<file path="src/rtl/mult_pkg.sv">
// rtl/mult_pkg.sv - shared constants and FSM state type for the sequential multiplier
package mult_pkg;

    localparam int WIDTH  = 32;
    localparam int PROD_W = 64;

    typedef enum logic [1:0] {
        IDLE = 2'd0,
        BUSY = 2'd1,
        DONE = 2'd2
    } state_t;

endpackage

</file>
<file path="src/rtl/cla_64bit.sv">
// rtl/cla_64bit.sv - 64-bit carry-lookahead adder, 4-bit lookahead groups chained by group carry
module cla_64bit (
    input  logic [63:0] a,
    input  logic [63:0] b,
    input  logic        c_in,
    output logic [63:0] sum,
    output logic        c_out
);

    logic [63:0] g;
    logic [63:0] p;
    logic [63:0] c;
    logic [15:0] gg;
    logic [15:0] gp;
    logic [15:0] gc;
    logic        cg;

    assign g = a & b;
    assign p = a ^ b;

    for (genvar i = 0; i < 16; i++) begin : grp
        assign gg[i] = g[4*i+3] | (p[4*i+3] & g[4*i+2]) | (p[4*i+3] & p[4*i+2] & g[4*i+1])
                     | (p[4*i+3] & p[4*i+2] & p[4*i+1] & g[4*i]);
        assign gp[i] = p[4*i+3] & p[4*i+2] & p[4*i+1] & p[4*i];

        assign c[4*i]   = gc[i];
        assign c[4*i+1] = g[4*i] | (p[4*i] & gc[i]);
        assign c[4*i+2] = g[4*i+1] | (p[4*i+1] & g[4*i]) | (p[4*i+1] & p[4*i] & gc[i]);
        assign c[4*i+3] = g[4*i+2] | (p[4*i+2] & g[4*i+1]) | (p[4*i+2] & p[4*i+1] & g[4*i])
                        | (p[4*i+2] & p[4*i+1] & p[4*i] & gc[i]);
    end

    // group carries are resolved in a variable so the per-bit carry vector has no self-loop
    always_comb begin
        gc = '0;
        cg = c_in;
        for (int i = 0; i < 16; i++) begin
            gc[i] = cg;
            cg    = gg[i] | (gp[i] & cg);
        end
    end

    assign c_out = cg;
    assign sum   = p ^ c;

endmodule

</file>
<file path="src/rtl/mult_seq_64.sv">
// rtl/mult_seq_64.sv - shift-and-add 32x32->64 multiplier, fixed WIDTH+1 cycle latency
// Signed (mult) support is built only when MULT_SIGNED_EN is defined.
module mult_seq_64 #(
    parameter int WIDTH = mult_pkg::WIDTH
) (
    input  logic             clk,
    input  logic             rst_n,
    input  logic             start,
    input  logic             signed_op,
    input  logic [WIDTH-1:0] a,
    input  logic [WIDTH-1:0] b,
    output logic             busy,
    output logic             done,
    output logic [WIDTH-1:0] hi,
    output logic [WIDTH-1:0] lo
);

    import mult_pkg::*;

    localparam int           PW   = PROD_W;
    localparam logic [5:0]   LAST = 6'(WIDTH - 1);

    state_t           state;
    logic [PW-1:0]    mcand;
    logic [PW-1:0]    prod;
    logic [PW-1:0]    sum;
    logic [PW-1:0]    step;
    logic [PW-1:0]    final_prod;
    logic [WIDTH-1:0] mplier;
    logic [WIDTH-1:0] mag_a;
    logic [WIDTH-1:0] mag_b;
    logic [5:0]       count;
    logic             carry_unused;

    cla_64bit u_add (
        .a     (prod),
        .b     (mcand),
        .c_in  (1'b0),
        .sum   (sum),
        .c_out (carry_unused)
    );

    assign step = mplier[0] ? sum : prod;
    assign busy = (state == BUSY);

`ifdef MULT_SIGNED_EN
    logic neg;

    assign mag_a      = (signed_op && a[WIDTH-1]) ? -a : a;
    assign mag_b      = (signed_op && b[WIDTH-1]) ? -b : b;
    assign final_prod = neg ? -step : step;

    always_ff @(posedge clk or negedge rst_n) begin
        if (!rst_n) begin
            neg <= 1'b0;
        end else if (state == IDLE && start) begin
            neg <= signed_op & (a[WIDTH-1] ^ b[WIDTH-1]);
        end
    end
`else
    logic signed_unused;

    assign signed_unused = signed_op;
    assign mag_a         = a;
    assign mag_b         = b;
    assign final_prod    = step;
`endif

    always_ff @(posedge clk or negedge rst_n) begin
        if (!rst_n) begin
            state  <= IDLE;
            mcand  <= '0;
            mplier <= '0;
            prod   <= '0;
            count  <= '0;
            done   <= 1'b0;
            hi     <= '0;
            lo     <= '0;
        end else begin
            done <= 1'b0;
            case (state)
                IDLE: begin
                    if (start) begin
                        mcand  <= {{(PW-WIDTH){1'b0}}, mag_a};
                        mplier <= mag_b;
                        prod   <= '0;
                        count  <= '0;
                        state  <= BUSY;
                    end
                end
                BUSY: begin
                    // the last iteration folds in the sign fix so DONE sees the final value
                    prod   <= (count == LAST) ? final_prod : step;
                    mcand  <= mcand << 1;
                    mplier <= mplier >> 1;
                    count  <= count + 6'd1;
                    if (count == LAST) begin
                        state <= DONE;
                    end
                end
                DONE: begin
                    hi    <= prod[PW-1:WIDTH];
                    lo    <= prod[WIDTH-1:0];
                    done  <= 1'b1;
                    state <= IDLE;
                end
                default: state <= IDLE;
            endcase
        end
    end

endmodule

</file>
<file path="config.mk">
export PLATFORM = sky130hd
export DESIGN_NAME = mult_seq_64
export DESIGN_NICKNAME = d
export VERILOG_FILES = /design/src/rtl/mult_pkg.sv /design/src/rtl/cla_64bit.sv /design/src/rtl/mult_seq_64.sv
export SDC_FILE = /design/constraint.sdc
export NUM_CORES = 1
export LEC_CHECK = 0
export CORE_MARGIN = 8
export CORE_UTILIZATION = 35
export CTS_CLUSTER_DIAMETER = 120
export DETAILED_ROUTE_END_ITERATION = 8
export PLACE_DENSITY_LB_ADDON = 0.12
export SYNTH_ARGS = -nofsm -noshare
export SYNTH_HDL_FRONTEND = slang
export SYNTH_HIERARCHICAL = 1
export SYNTH_SLANG_ARGS = --single-unit
</file>
<file path="constraint.sdc">
create_clock -name clk -period 6.3 [get_ports clk]
set_input_delay 1.89 -clock clk [delete_from_list [all_inputs] [get_ports clk]]
set_output_delay 1.89 -clock clk [all_outputs]
set_load 0.02 [all_outputs]
</file>
==> results by group <==
Clocking
  • Clk_lat worst skew: 0.54 ns
  • Hold-fix buffers, CTS: 0
  • Post-CTS Resized: 0
  • CTS tree: done
  • Num CTS Buffers: 28
  • CTS Buffer Depth: 3
  • CTS H-tree lvls: 1
  • CTS root buf: clkbuf_16
  • Sink Count: 233
  • Clock-pin slew on the worst setup and hold paths: 0.06 ns
  • Setup bufs post-CTS: 0

Final layout
  • Layout Area Growth over Synthesis: 21.5%
  • Fill count: 3355
  • Antenna cell count: 0
  • FF/Latch Area: 5840 µm²
  • Multi-input gate area: 5950 µm²
  • Nets: 1399
  • Layout cells sized above 1: 11.1%
  • Post-route insts no fill: 1727

Timing
  • RSZ-0062 raised after global routing: no
  • Slew Viols, Final: 0
  • Setup TNS: 0 ns
  • Relative slew margins: 28.9%
  • Peak Freq: 0.232 GHz
  • Worst Skew: 0.0241 ns
  • Worst Tran Pin Value: 1.07 ns
  • Crit path time final: 4.32 ns
  • Final Hold Fails: 0
  • Final setup margin: 1.98 ns
  • # setup viols final: 0
  • Tcrit/Tclk final: 68.5%

Status
  • Status: finished, final reports clean

Placement
  • I/O Buffers: 132
  • Sum of net half-perimeters after detailed placement: 19400 µm
  • RD Place Congestion: 0.795
  • Dpl ws: 2.00 ns
  • Placed Cells incl. Taps: 1675

Floorplanning
  • Row Count: 68
  • Core region area: 34400 µm²
  • Die area: 40900 µm²
  • Starting Density: 35.3%
  • I/O pin cnt: 134
  • Die Span Y: 202 µm
  • Die width: 202 µm

Drt
  • Vias per inst: 5.19
  • Met2 wire length: 13300 µm
  • Final ANT Viol Nets: 0
  • Vias: 8955
  • Max Used Layer: met4
  • WL final: 29900 µm
  • DRC viols: 0
  • Routed wire per std cell: 17.3 µm
  • Initial DRC count: 454
  • Initial DRT Pass Iterations: 5
  • Met1 WL: 14700 µm
  • Metal3 WL: 1370 µm

Hold path
  • HP Class: flip-flop to flip-flop
  • WHS Path Cells: 1

Worst setup path
  • R2R Setup Slk: 2.37 ns
  • R2r worst-path depth: 15
  • Worst R2R End: prod[53]$_DFFE_PN0P_
  • CP endpoint kind: output port
  • Crit Path Max Fanout: 33
  • Crit Path Category: flip-flop to output port
  • CP Capture Point: busy
  • R2r startpoint: prod[13]$_DFFE_PN0P_
  • CP Launch Point: state[1]$_DFFE_PN0P_
  • Arr. time, crit path: 2.43 ns
  • Crit start category: flip-flop
  • CP required: 4.41 ns

Global route
  • Antenna violations before repair: 0
  • GRT Resource Usage Total: 14.5%
  • Pin count of the biggest net entering global routing: 112
  • First-pass GRT wire length: 50200 µm
  • Grt ovf: 0
  • Vias in the first global route: 9469

Synthesis
  • Synth Cell Area: 12100 µm²
  • Cells after synthesis: 1152
  • Avg Inst Size Synth: 10.5 µm²
  • Yosys warnings: 6

Power
  • PD cells: 418 nW/µm²
  • Peak VDD IR: 0.209 mV
  • Leakage: 0.00664 µW

Flow run
  • Max cap viols: 0
stage by stage:
step / utilization, % / power (µW) / hold slack (ns) / instance area [µm²]
2_1_floorplan: - / 3880 / 0.439 / 12200
3_3_place_gp: 40.4 / 4640 / 0.450 / 13900
3_5_place_dp: 40.4 / 4670 / 0.467 / 13900
4_1_cts: 42.9 / 6260 / 0.475 / 14800
5_1_grt: 42.9 / 6670 / 0.502 / 14800
6_report: 42.9 / 6170 / 0.483 / 14800
metal layers:
layer | track usage, % | up-vias
met4 | 2.90 | 0
met1 | 20.2 | 4340
met3 | 2.88 | 39
met2 | 23.3 | 148
met5 | 0 | -
li1 | - | 4428
worst max-delay path: stages, from the launching register on:
cell             delay (ns)
dfrtp_4                0.47
nand2b_1               0.24
clkinv_2               0.44
clkdlybuf4s50_1        0.71
layout make-up:
cell class | instances | area share, %
Timing Repair Buffer | 145 | 9.90
Clock buffer | 41 | 5.63
Multi-Input combinational cell | 828 | 40.3
Clock inverter | 11 | 0.398
Sequential cell | 233 | 39.5
Tap cell | 455 | 3.86
Inverter | 14 | 0.364
registers in the layout, indices dropped and copies added, names as in the netlist:
signal / count
count: 6
prod: 64
done: 1
state: 2
mcand: 64
hi: 32
lo: 32
mplier: 32
how the worst min path moves through the flow:
stage	endpoint	slack, ns	start
2_1_floorplan	count[5]$_DFFE_PN0P_	0.44	count[5]$_DFFE_PN0P_
3_3_place_gp	count[5]$_DFFE_PN0P_	0.45	count[5]$_DFFE_PN0P_
3_5_place_dp	count[5]$_DFFE_PN0P_	0.47	count[5]$_DFFE_PN0P_
4_1_cts	count[5]$_DFFE_PN0P_	0.48	count[5]$_DFFE_PN0P_
5_1_grt	mplier[12]$_DFFE_PN0P_	0.50	mplier[12]$_DFFE_PN0P_
6_report	count[5]$_DFFE_PN0P_	0.48	count[5]$_DFFE_PN0P_
cells in the final DEF, fill, tap and decap left out, types with 4 or more instances in the layout:
| master | instances |
|---|---|
| dfrtp_1 | 231 |
| nand2_1 | 153 |
| o21ai_0 | 136 |
| clkdlybuf4s50_1 | 131 |
| ha_1 | 65 |
| mux2_2 | 64 |
| o31ai_1 | 64 |
| a22oi_1 | 61 |
| a21oi_1 | 37 |
| a22o_1 | 35 |
| xor2_1 | 31 |
| clkbuf_16 | 29 |
| nor2_1 | 21 |
| a21o_1 | 16 |
| xnor2_1 | 16 |
| fa_1 | 16 |
| o21ai_1 | 15 |
| nand3_1 | 14 |
| inv_1 | 13 |
| clkinv_2 | 11 |
| nand4_1 | 11 |
| buf_4 | 10 |
| nor3_1 | 8 |
| nand2b_1 | 7 |
| clkbuf_8 | 6 |
| clkbuf_1 | 6 |
| a211oi_1 | 6 |
| a31oi_1 | 4 |
| nor2b_1 | 4 |
power by group:
| part | leakage, µW | switching [µW] | internal, µW |
|---|---|---|---|
| clock | 0.000451 | 631 | 910 |
| sequential | 0.00303 | 374 | 1960 |
| combinational | 0.00316 | 1200 | 1090 |
Note: power is estimated with default switching activity, not from simulation.
